File: config.mk
export PLATFORM = sky130hd
export DESIGN_NAME = video_timing_gen
export DESIGN_NICKNAME = d
export VERILOG_FILES = /design/src/rtl/video_timing_gen.sv
export SDC_FILE = /design/constraint.sdc
export NUM_CORES = 1
export LEC_CHECK = 0
export ABC_AREA = 1
export BUFFER_PORTS_ARGS = -buffer_cell sky130_fd_sc_hd__buf_2
export CAP_MARGIN = 15
export CORE_MARGIN = 2
export CORE_UTILIZATION = 60
export CTS_BUF_LIST = sky130_fd_sc_hd__clkbuf_2
export DETAILED_ROUTE_END_ITERATION = 8
export PLACE_DENSITY = 0.82
export SLEW_MARGIN = 5
export SYNTH_ARGS = -nofsm -noshare
export SYNTH_HDL_FRONTEND = slang
export SYNTH_SLANG_ARGS = --single-unit
File: constraint.sdc
create_clock -name clk -period 2.6 [get_ports clk]
set_input_delay 0.26 -clock clk [delete_from_list [all_inputs] [get_ports clk]]
set_output_delay 0.26 -clock clk [all_outputs]
set_load 0.005 [all_outputs]
File: src/rtl/video_timing_gen.sv
// Raster timing generator: active/sync/strobes, pixel x/y and frame count for the HDMI/DVI path.
// Latency: every output is a registered decode of the pre-advance counters (1 clk behind them).
// Backpressure: none; ce gates advance, outputs hold while ce=0, strobes only on ce=1 cycles.
//
// Ports:
//   clk, reset      pixel clock, asynchronous active-high reset
//   ce              pixel enable; the raster advances only when 1
//   restart         genlock: send the raster back to (0,0), latched if it arrives with ce=0
//   active          pixel lies in the visible area
//   h_sync, v_sync  sync outputs, driven at H_SYNC_POL / V_SYNC_POL while asserted
//   h_start         first pixel of a visible line (1-clk pulse)
//   v_start         first pixel of the frame (1-clk pulse)
//   line_end        last pixel of any line (1-clk pulse)
//   frame_end       last pixel of the frame (1-clk pulse)
//   x, y            coordinates of the pixel being presented
//   frame_count     completed frames, modulo 2^FRAME_BITS
module video_timing_gen #(
    parameter int H_ACTIVE   = 1024,
    parameter int H_FRONT    = 48,
    parameter int H_SYNC     = 32,
    parameter int H_BACK     = 266,
    parameter int V_ACTIVE   = 600,
    parameter int V_FRONT    = 3,
    parameter int V_SYNC     = 6,
    parameter int V_BACK     = 21,
    parameter bit H_SYNC_POL = 1'b1,
    parameter bit V_SYNC_POL = 1'b1,
    parameter int FRAME_BITS = 8,
    localparam int H_TOTAL   = H_ACTIVE + H_FRONT + H_SYNC + H_BACK,
    localparam int V_TOTAL   = V_ACTIVE + V_FRONT + V_SYNC + V_BACK,
    localparam int H_BITS    = (H_TOTAL > 1) ? $clog2(H_TOTAL) : 1,
    localparam int V_BITS    = (V_TOTAL > 1) ? $clog2(V_TOTAL) : 1
) (
    input  logic                  clk,
    input  logic                  reset,
    input  logic                  ce,
    input  logic                  restart,
    output logic                  active,
    output logic                  h_sync,
    output logic                  v_sync,
    output logic                  h_start,
    output logic                  v_start,
    output logic                  line_end,
    output logic                  frame_end,
    output logic [H_BITS-1:0]     x,
    output logic [V_BITS-1:0]     y,
    output logic [FRAME_BITS-1:0] frame_count
);

    // Counter-width copies of the raster boundaries.
    localparam logic [H_BITS-1:0] H_ACT_END  = H_BITS'(H_ACTIVE);
    localparam logic [H_BITS-1:0] H_SYNC_BEG = H_BITS'(H_ACTIVE + H_FRONT);
    localparam logic [H_BITS-1:0] H_SYNC_END = H_BITS'(H_ACTIVE + H_FRONT + H_SYNC);
    localparam logic [H_BITS-1:0] H_LAST     = H_BITS'(H_TOTAL - 1);
    localparam logic [V_BITS-1:0] V_ACT_END  = V_BITS'(V_ACTIVE);
    localparam logic [V_BITS-1:0] V_SYNC_BEG = V_BITS'(V_ACTIVE + V_FRONT);
    localparam logic [V_BITS-1:0] V_SYNC_END = V_BITS'(V_ACTIVE + V_FRONT + V_SYNC);
    localparam logic [V_BITS-1:0] V_LAST     = V_BITS'(V_TOTAL - 1);

    // Raster state.
    logic [H_BITS-1:0]     h_cnt_q,        h_cnt_d;
    logic [V_BITS-1:0]     v_cnt_q,        v_cnt_d;
    logic [FRAME_BITS-1:0] frame_cnt_q,    frame_cnt_d;
    logic                  restart_pend_q, restart_pend_d;

    // Registered outputs.
    logic                  active_q,    active_d;
    logic                  h_sync_q,    h_sync_d;
    logic                  v_sync_q,    v_sync_d;
    logic                  h_start_q,   h_start_d;
    logic                  v_start_q,   v_start_d;
    logic                  line_end_q,  line_end_d;
    logic                  frame_end_q, frame_end_d;
    logic [H_BITS-1:0]     x_q,         x_d;
    logic [V_BITS-1:0]     y_q,         y_d;
    logic [FRAME_BITS-1:0] frame_out_q, frame_out_d;

    // Decode of the current (pre-advance) counter position.
    logic h_vis, v_vis, h_in_sync, v_in_sync, h_first, h_last, v_last, do_restart;

    always_comb begin
        h_vis      = (h_cnt_q < H_ACT_END);
        v_vis      = (v_cnt_q < V_ACT_END);
        h_in_sync  = (h_cnt_q >= H_SYNC_BEG) && (h_cnt_q < H_SYNC_END);
        v_in_sync  = (v_cnt_q >= V_SYNC_BEG) && (v_cnt_q < V_SYNC_END);
        h_first    = (h_cnt_q == '0);
        h_last     = (h_cnt_q == H_LAST);
        v_last     = (v_cnt_q == V_LAST);
        do_restart = restart || restart_pend_q;
    end

    always_comb begin
        // Hold by default; strobes are single-clock and fall on any non-ce cycle.
        h_cnt_d        = h_cnt_q;
        v_cnt_d        = v_cnt_q;
        frame_cnt_d    = frame_cnt_q;
        restart_pend_d = restart_pend_q;
        active_d       = active_q;
        h_sync_d       = h_sync_q;
        v_sync_d       = v_sync_q;
        x_d            = x_q;
        y_d            = y_q;
        frame_out_d    = frame_out_q;
        h_start_d      = 1'b0;
        v_start_d      = 1'b0;
        line_end_d     = 1'b0;
        frame_end_d    = 1'b0;

        if (ce) begin
            active_d    = h_vis && v_vis;
            h_sync_d    = h_in_sync ? H_SYNC_POL : ~H_SYNC_POL;
            v_sync_d    = v_in_sync ? V_SYNC_POL : ~V_SYNC_POL;
            h_start_d   = h_first && v_vis;
            v_start_d   = h_first && (v_cnt_q == '0);
            line_end_d  = h_last;
            frame_end_d = h_last && v_last;
            x_d         = h_cnt_q;
            y_d         = v_cnt_q;
            // The presented count tracks the pixel, so it moves to N+1 together with
            // the first pixel of the next frame rather than with frame_end.
            frame_out_d = frame_cnt_q;

            restart_pend_d = 1'b0;
            if (do_restart) begin
                // Genlock wins over the wrap logic and never counts as a completed frame.
                h_cnt_d = '0;
                v_cnt_d = '0;
            end else if (h_last) begin
                h_cnt_d = '0;
                if (v_last) begin
                    v_cnt_d     = '0;
                    frame_cnt_d = frame_cnt_q + 1'b1;
                end else begin
                    v_cnt_d = v_cnt_q + 1'b1;
                end
            end else begin
                h_cnt_d = h_cnt_q + 1'b1;
            end
        end else if (restart) begin
            restart_pend_d = 1'b1;
        end
    end

    always_ff @(posedge clk or posedge reset) begin
        if (reset) begin
            h_cnt_q        <= '0;
            v_cnt_q        <= '0;
            frame_cnt_q    <= '0;
            restart_pend_q <= 1'b0;
            active_q       <= 1'b0;
            h_sync_q       <= ~H_SYNC_POL;
            v_sync_q       <= ~V_SYNC_POL;
            h_start_q      <= 1'b0;
            v_start_q      <= 1'b0;
            line_end_q     <= 1'b0;
            frame_end_q    <= 1'b0;
            x_q            <= '0;
            y_q            <= '0;
            frame_out_q    <= '0;
        end else begin
            h_cnt_q        <= h_cnt_d;
            v_cnt_q        <= v_cnt_d;
            frame_cnt_q    <= frame_cnt_d;
            restart_pend_q <= restart_pend_d;
            active_q       <= active_d;
            h_sync_q       <= h_sync_d;
            v_sync_q       <= v_sync_d;
            h_start_q      <= h_start_d;
            v_start_q      <= v_start_d;
            line_end_q     <= line_end_d;
            frame_end_q    <= frame_end_d;
            x_q            <= x_d;
            y_q            <= y_d;
            frame_out_q    <= frame_out_d;
        end
    end

    assign active      = active_q;
    assign h_sync      = h_sync_q;
    assign v_sync      = v_sync_q;
    assign h_start     = h_start_q;
    assign v_start     = v_start_q;
    assign line_end    = line_end_q;
    assign frame_end   = frame_end_q;
    assign x           = x_q;
    assign y           = y_q;
    assign frame_count = frame_out_q;

endmodule

# --- Yosys cells after proc, flatten, opt, wreduce, memory -nomap -nowiden ---
# Cells that the tools add are included.
word_totals:
  ff_bits: 66
  output_inout_bits: 36
op_classes:
  addsub: 3
  magnitude_cmp: 6
  n_eq_ne: 2
  n_mux: 13
  n_bitwise: 1
  n_reduce_logical: 13
ops:
  columns: ["cell", "count"]
  rows:
  - ["$mux 10", 3]
  - ["$lt 11x11->1 const B", 2]
  - ["$mux 11", 2]
  - ["$lt 10x10->1 const B", 2]
  - ["$add 11x1->11 const B", 1]
  - ["$eq 11x11->1 const B", 1]
  - ["$ge 11x11->1 const B", 1]
  - ["$logic_not 11->1", 1]
  - ["$add 10x1->10 const B", 1]
  - ["$eq 10x10->1 const B", 1]
  - ["$ge 10x10->1 const B", 1]
  - ["$logic_not 10->1", 1]
  - ["$add 8x1->8 const B", 1]
  - ["$mux 1", 8]
  - ["$logic_and 1x1->1", 6]
  - ["$reduce_and 4->1", 1]
  - ["$reduce_bool 2->1", 2]
  - ["$reduce_and 2->1", 1]
  - ["$logic_or 1x1->1", 1]
  - ["$not 1->1", 1]

# --- Longest topological paths before layout ---
# Gate-level depths: netlist of the first run.
logic_depth:
  ltp_word: 4
  depth_mapped: 10
  ltp_nobuf: 9

# --- Worst setup path before layout of the first run ---
# OpenSTA, ideal clock, no wires.
synth_timing:
  kind: "flip-flop to flip-flop"
  start: "register h_cnt_q[1]"
  end: "register v_cnt_q[6]"
  setup_ps: 116
  arrival_ps: 1321
  required_time_ps: 2484
  slack_ps: 1163
  stages_incl_launch_ff: 11
  path_buffers: 1
  synth_period_minus_slack_ps: 1437
  cell_sequence: "dfrtp_1 > inv_1 > ha_1 > inv_1 > nor2_2 > nand3_4 > nand2_2 > nand2_4 > buf_6 > nand2_1 > nand2_1"
synth_via:
  elab_chain_len: 3
synth_lines:
  columns: ["item", "line", "rtl"]
  rows:
  - ["start: declaration", "61", "logic [H_BITS-1:0] h_cnt_q, h_cnt_d;"]
  - ["start signal: assignment", "161", "h_cnt_q <= h_cnt_d;"]
  - ["$eq 11x11->1", "87", "h_last = (h_cnt_q == H_LAST);"]
  - ["$reduce_bool 2->1 (no line)", null, null]
  - ["$reduce_and 2->1 (no line)", null, null]
  - ["end signal: assignment", "162", "v_cnt_q <= v_cnt_d;"]
  - ["end: declaration", "62", "logic [V_BITS-1:0] v_cnt_q, v_cnt_d;"]
# No other way between the ends.
# A chain may end at the register's enable or synchronous reset.

# --- Final worst setup path of the first run ---
layout_timing:
  start: "register h_cnt_q[1]"
  end: "register v_cnt_q[7]"
# The elaborated chain is that of the path after synthesis.

==> impl_metrics.json, run 1 <==
{
  "finalWorstSetupSlack_ns": 0.909,
  "postCtsSetupBuffers": 0,
  "path_clk_slew_ns": 0.19,
  "routed_wl_um": 7140,
  "post_drt_via_cell_ratio": 5.37,
  "ys_top_cells_by_area": "dfrtp_1 49%, nand2_1 15%, o21ai_0 5.4%",
  "worst_pin_slew_ns": 0.968,
  "synth-compound-area-share_pct": 7.44,
  "cp_data_required_time_ns": 3.06,
  "grt_usage_pct": 25.8,
  "grt_antenna_before_repair": 0,
  "dr_total_vias": 2888,
  "final_net_count": 473,
  "final_cells": 538,
  "numClockSinks": 66,
  "die_w_um": 78.7,
  "ys_ff_latch": 66,
  "timing_worst_setup_path_type": "reg -> reg",
  "clock_path_buffers": 2,
  "n_fill_cell": 461,
  "die_h_um": 78.7,
  "synth_top_area_share_pct": 49.3,
  "synth-xor-area-share_pct": 1.83,
  "grt_max_degree": 64,
  "first_pass_iters": 4,
  "clock_latency_ns": 0.52,
  "drive_above_1_share_pct": 17.2,
  "yosysSeqAreaShare_pct": 49.3,
  "cp-start-kind": "flop",
  "p_leak_nw": 1.97,
  "worstPathArrival_ns": 2.15,
  "ios": 40,
  "clock-root-buffer": "clkbuf_2",
  "ys.flop_type": "dfrtp_1",
  "path_max_fanout": 13,
  "numPortBuffers": 39,
  "synth.most_common_cell": "nand2_1",
  "drt_iter0_markers": 247,
  "synth_fa_ha_area_share_pct": 2.99,
  "hp-class": "in -> reg",
  "synth_mux_area_share_pct": 0,
  "hold_violations": 0,
  "synth_area_um2": 3350,
  "vdd_drop_max_v": 0.000296,
  "dpl_cell_area_um2": 3600,
  "fin_crit_ns": 1.69,
  "synth_top_family_by_area": "simple AND/OR/NAND/NOR gates",
  "dp_hpwl_um": 5130,
  "dp.cells": 521,
  "syn-num-nets": 430,
  "h-tree-depth": 3,
  "setup_viol": 0,
  "synth_edf_count": 0,
  "finalClockSkew_ns": 0.0225,
  "endpoint_kind": "flop",
  "synthArstFlopShare_pct": 100,
  "num_rows": 27,
  "slew_viol_final": 0,
  "die_area_um2": 6190,
  "hold_buffers": 1,
  "fmax_mhz": 591,
  "postSynthCellCount": 418,
  "rsz0062_at_grt": "false",
  "tns_ns": 0,
  "syn_area_per_cell_um2": 8.01,
  "start_util_pct": 61.5,
  "status": "finished, final reports clean",
  "diodes": 0,
  "place_congestion": 0.895,
  "slew_headroom_pct": 35.4,
  "final_antenna_net_count": 0,
  "yosys.area.top_type": "dfrtp_1",
  "avgRoutedWirePerCell_um": 13.3,
  "p_per_area_nw_per_um2": 467,
  "yosysWarnings": 0,
  "yosysUniqueCellTypes": 27,
  "first_global_vias": 2680,
  "cts_resized": 0,
  "fin_util_pct": 67.9,
  "place_ws_ns": 0.914,
  "stdcell_area_um2": 3690,
  "drc": 0,
  "syn_to_final_growth_pct": 10.4,
  "cts_tree": "done",
  "cts_buffers": 9,
  "period_share_pct": 65.0,
  "max_cap_viol_count": 0,
  "synthTopCellsByCount": "134 x nand2_1, 66 x dfrtp_1, 43 x nor2_1, 38 x inv_1, 36 x o21ai_0",
  "core_area_um2": 5440,
  "grt_pass1_wl_um": 12400,
  "gr-total-overflow": 0,
  "synth-simple-area-share_pct": 31.6
}
## cell families after synthesis
group	Yosys count
AND/OR/NAND/NOR	238
XOR/XNOR	7
buffers and inverters	54
adder cells (fa/ha/maj)	8
flip-flops	66
AO/OA/AOI/OAI	45
## state kept, by name, summed over array words and instances, names as in the netlist
register	count
frame_count	8
x	11
v_sync	1
restart_pend_q	1
active	1
line_end	1
frame_cnt_q	8
h_cnt_q	11
h_sync	1
v_cnt_q	10
h_start	1
y	10
v_start	1
frame_end	1
## worst paths after layout
kind	startpoint	to	slack (ns)	depth (start not counted)
worst max-delay path	h_cnt_q[1]$_DFFE_PP0P_	v_cnt_q[7]$_DFFE_PP0P_	0.91	8
worst min-delay path	restart	restart_pend_q$_DFFE_PP0P_	0.06	3
worst max register to register	h_cnt_q[1]$_DFFE_PP0P_	v_cnt_q[7]$_DFFE_PP0P_	0.91	8
worst min register to register	x[5]$_DFFE_PP0P_	x[5]$_DFFE_PP0P_	0.50	2
max in group asynchronous	reset	v_cnt_q[7]$_DFFE_PP0P_	1.67	4
min in group asynchronous	reset	x[2]$_DFFE_PP0P_	0.32	3
## metal layers
layer	part of all wire, %	GRT usage (%)
met3	5.3	4.94
met4	1.9	15.6
met2	47	37.6
met1	46	35.6
met5	0	0
## metrics by stage
| stage | hold slack, ns | power (mW) |
|---|---|---|
| after floorplan | 0.413 | 1.20 |
| after global placement | 0.360 | 1.25 |
| after detailed placement | 0.360 | 1.25 |
| after CTS | 0.0362 | 1.73 |
| after global routing | 0.0652 | 1.81 |
| final | 0.0623 | 1.72 |
## cell type report
class	instances	area, um2	share of cell area [%]
timing repair buffer	43	240	6.50
clock inverter	6	33.8	0.915
inverter	43	161	4.37
sequential	66	1650	44.7
clock buffer	10	50.0	1.36
multi-input combinational	298	1470	39.7
tap	72	90.1	2.44
## power breakdown
part,switching [mW],internal [mW],leakage [nW],total [mW]
logic,0.108,0.0516,1.01,0.159
registers,0.0204,1.05,0.904,1.08
clock network,0.368,0.121,0.0551,0.489
total,0.497,1.23,1.97,1.72
## critical path, stage by stage, from the launching register on
cell and delay (ns):
dfrtp_1 0.44, inv_1 0.11, ha_1 0.15, inv_1 0.06, nor2_2 0.14, nand3_4 0.15, a21oi_4 0.39, nand2_1 0.10
nand2_1 0.07
## placed cells by master (no fill, tap or decap), drive strengths merged
master         n
nand2        139
dfrtp         66
nor2          51
inv           43
buf           42
o21ai         39
nand3         28
nand4         10
clkbuf        10
nor3           9
ha             8
xor2           7
a21oi          4
clkinv         4
o21bai         2
clkinvlp       2
and3           1
dlygate4sd3    1
Note: power is estimated with default switching activity, not from simulation.
==> run 2, diff against run 1 <==
--- a/config.mk
+++ b/config.mk
@@ -5,7 +5,7 @@
 export SDC_FILE = /design/constraint.sdc
 export NUM_CORES = 1
 export LEC_CHECK = 0
-export ABC_AREA = 1
+export ABC_AREA = 0
 export BUFFER_PORTS_ARGS = -buffer_cell sky130_fd_sc_hd__buf_2
 export CAP_MARGIN = 15
 export CORE_MARGIN = 2
==> constraint.sdc (replaced) <==
create_clock -name clk -period 1.6 [get_ports clk]
set_input_delay 0.16 -clock clk [delete_from_list [all_inputs] [get_ports clk]]
set_output_delay 0.16 -clock clk [all_outputs]
set_load 0.005 [all_outputs]
==> impl_metrics.json, run 2 <==
{
  "rsz0062_at_grt": "true",
  "dp_hpwl_um": 4620,
  "mostFrequentLayoutCell": "dfrtp_1",
  "synthTopCellsByCount": "66 x dfrtp_1, 30 x mux2_2, 19 x nand2_1, 13 x nand3_1, 13 x nor2_1",
  "slew_viol_final": 0,
  "synth_area_um2": 3200,
  "final_net_count": 364,
  "max_cap_viol_count": 0,
  "synth_edf_count": 0,
  "path_buf_inv": 1,
  "synth_top_area_share_pct": 51.6,
  "fmax_mhz": 600,
  "clkPwrFrac_pct": 32.5,
  "grt_usage_pct": 23.4,
  "hp-class": "in -> reg",
  "p_switching_mw": 0.715,
  "rr_endpoint": "v_cnt_q[2]$_DFFE_PP0P_",
  "place_congestion": 0.851,
  "cts_buffers": 9,
  "numPortBuffers": 39,
  "drt_iter0_markers": 167,
  "slew_headroom_pct": 68.9,
  "cts_tree": "done",
  "dr_total_vias": 2478,
  "syn-num-nets": 289,
  "routed_wl_um": 6980,
  "cp_data_required_time_ns": 1.99,
  "hold_slack_ns": 0.0291,
  "h-tree-depth": 3,
  "grt_pass1_wl_um": 10900,
  "numClockSinks": 66,
  "synthArstFlopShare_pct": 100,
  "core_area_um2": 5140,
  "avgRoutedWirePerCell_um": 16.4,
  "grt_antenna_before_repair": 0,
  "p_int_mw": 2.16,
  "postSynthCellCount": 277,
  "finalWorstSetupSlack_ns": -0.0669,
  "hold_violations": 0,
  "min_from": "restart",
  "p_sw_share_pct": 24.8,
  "status": "finished with violations",
  "p_leak_nw": 1.98,
  "timing_worst_setup_path_type": "reg -> reg",
  "gr-total-overflow": 0,
  "violations": "setup timing",
  "critPathSlowestCell": "dfrtp_1",
  "path_max_fanout": 6,
  "yosysWarnings": 0,
  "die_h_um": 77.1,
  "reg2reg_depth": 6,
  "num_rows": 26,
  "seqPwrFrac_pct": 59.3,
  "start_util_pct": 62.3,
  "cp-start-kind": "flop",
  "clock-root-buffer": "clkbuf_2",
  "clock_path_buffers": 2,
  "synth.most_common_cell": "dfrtp_1",
  "yosys.area.top_type": "dfrtp_1",
  "ys_top_cells_by_area": "dfrtp_1 52%, mux2_2 11%, ha_1 3.1%",
  "final_cell_mix": "66 x dfrtp_1, 39 x buf_2, 36 x buf_4, 29 x mux2_2, 19 x nand2_1",
  "die_w_um": 77.1,
  "final_antenna_net_count": 0,
  "finalClockSkew_ns": 0.0188,
  "ios": 40,
  "endpoint_kind": "flop",
  "path_cells": "ha_4 > and2b_2 > a311oi_2 > buf_4 > nand2b_1 > a31oi_1",
  "ys_ff_latch": 66,
  "syn_to_final_growth_pct": 23.6,
  "die_area_um2": 5940,
  "p_comb_share_pct": 8.3,
  "drc": 0,
  "clock_latency_ns": 0.48,
  "period_share_pct": 104,
  "fin_crit_ns": 1.67,
  "holdPathEnd": "restart_pend_q$_DFFE_PP0P_",
  "dpl_cell_area_um2": 3700,
  "critical-path-top-delay-family": "compound AO/OA/AOI/OAI gates",
  "crit_start": "v_cnt_q[0]$_DFFE_PP0P_",
  "max_stage_delay_ns": 0.45,
  "vdd_drop_max_v": 0.000652,
  "first_pass_iters": 4,
  "first_global_vias": 2316,
  "drive_above_1_share_pct": 43.7,
  "yosysUniqueCellTypes": 56,
  "syn_area_per_cell_um2": 11.6,
  "worstHoldPathCells": 3,
  "worst-r2r-setup-slack_ns": -0.07,
  "grt_max_degree": 67,
  "yosysSeqAreaShare_pct": 51.6,
  "n_fill_cell": 344,
  "fin_util_pct": 77.0,
  "post_drt_via_cell_ratio": 5.80,
  "r2r-start": "v_cnt_q[0]$_DFFE_PP0P_",
  "ys.flop_type": "dfrtp_1",
  "worst_pin_slew_ns": 0.463,
  "worstPathArrival_ns": 2.06,
  "path_clk_slew_ns": 0.16,
  "stdcell_area_um2": 3960,
  "setup_viol": 10,
  "p_per_area_nw_per_um2": 727,
  "diodes": 0
}
==> run 2: layout make-up <==
cell class / count / area (um2) / area share, %
multi-input combinational: 186 / 1530 / 38.7
clock inverter: 4 / 42.5 / 1.07
timing repair buffer: 81 / 549 / 13.9
clock buffer: 12 / 60.1 / 1.52
tap: 70 / 87.6 / 2.21
sequential: 66 / 1650 / 41.7
inverter: 8 / 33.8 / 0.854
==> run 2: worst max-delay path by stage <==
stage                     depth (start not counted)                         end
final                                             6      v_cnt_q[2]$_DFFE_PP0P_
after global routing                              7      v_cnt_q[9]$_DFFE_PP0P_
after CTS                                         6  frame_cnt_q[7]$_DFFE_PP0P_
after detailed placement                          6  frame_cnt_q[1]$_DFFE_PP0P_
after global placement                            6  frame_cnt_q[1]$_DFFE_PP0P_
after floorplan                                   6  frame_cnt_q[1]$_DFFE_PP0P_
==> run 2: worst min-delay path: cells and delay by family <==
kind | cells | cell delay (ns)
buffers and inverters | 1 | 0.16
AND/OR/NAND/NOR | 2 | 0.14
==> run 2: through the flow <==
step	cells	power [mW]	setup WS (ns)	setup TNS, ns
2_1_floorplan	277	1.86	-0.0185	-0.0185
4_1_cts	422	2.87	-0.00184	-0.00340
6_report	427	2.88	-0.0669	-0.377
3_3_place_gp	405	1.94	0.0174	0
3_5_place_dp	405	1.95	-0.0272	-0.0273
5_1_grt	427	3.01	-0.144	-1.23
==> run 2: what timing repair did <==
item | in CTS | in global routing
pin swaps | 1 | 15
hold buffers | 1 | 0
endpoints found under the hold margin | 66 | 0
resized for setup | 2 | 24
buffers inserted | 0 | 3
setup endpoints to repair | 5 | 18
cloned | 0 | 2
==> run 2: power groups by stage <==
stage                     registers, mW  logic, mW  clock network, mW
final                              1.71      0.239              0.934
after global routing               1.71      0.264               1.04
after CTS                          1.70      0.214              0.951
after detailed placement           1.73      0.212                  0
after global placement             1.73      0.208                  0
after floorplan                    1.74      0.121                  0
==> run 2: layer usage <==
| metal | vias up | share of wire (%) | track usage (%) |
|---|---|---|---|
| li1 | 1167 | - | - |
| met1 | 1205 | 44 | 32.1 |
| met2 | 94 | 48 | 35.7 |
| met3 | 12 | 6.5 | 6.35 |
| met4 | 0 | 1.8 | 8.93 |
| met5 | - | 0 | 0 |
==> run 2: cell families after synthesis <==
logic type	after synthesis	synth area share, %
flip-flops	66	51.6
multiplexers	31	10.9
AND/OR/NAND/NOR	97	18.9
buffers and inverters	25	3.95
XOR/XNOR	12	3.28
AO/OA/AOI/OAI	38	8.32
adder cells (fa/ha/maj)	8	3.13
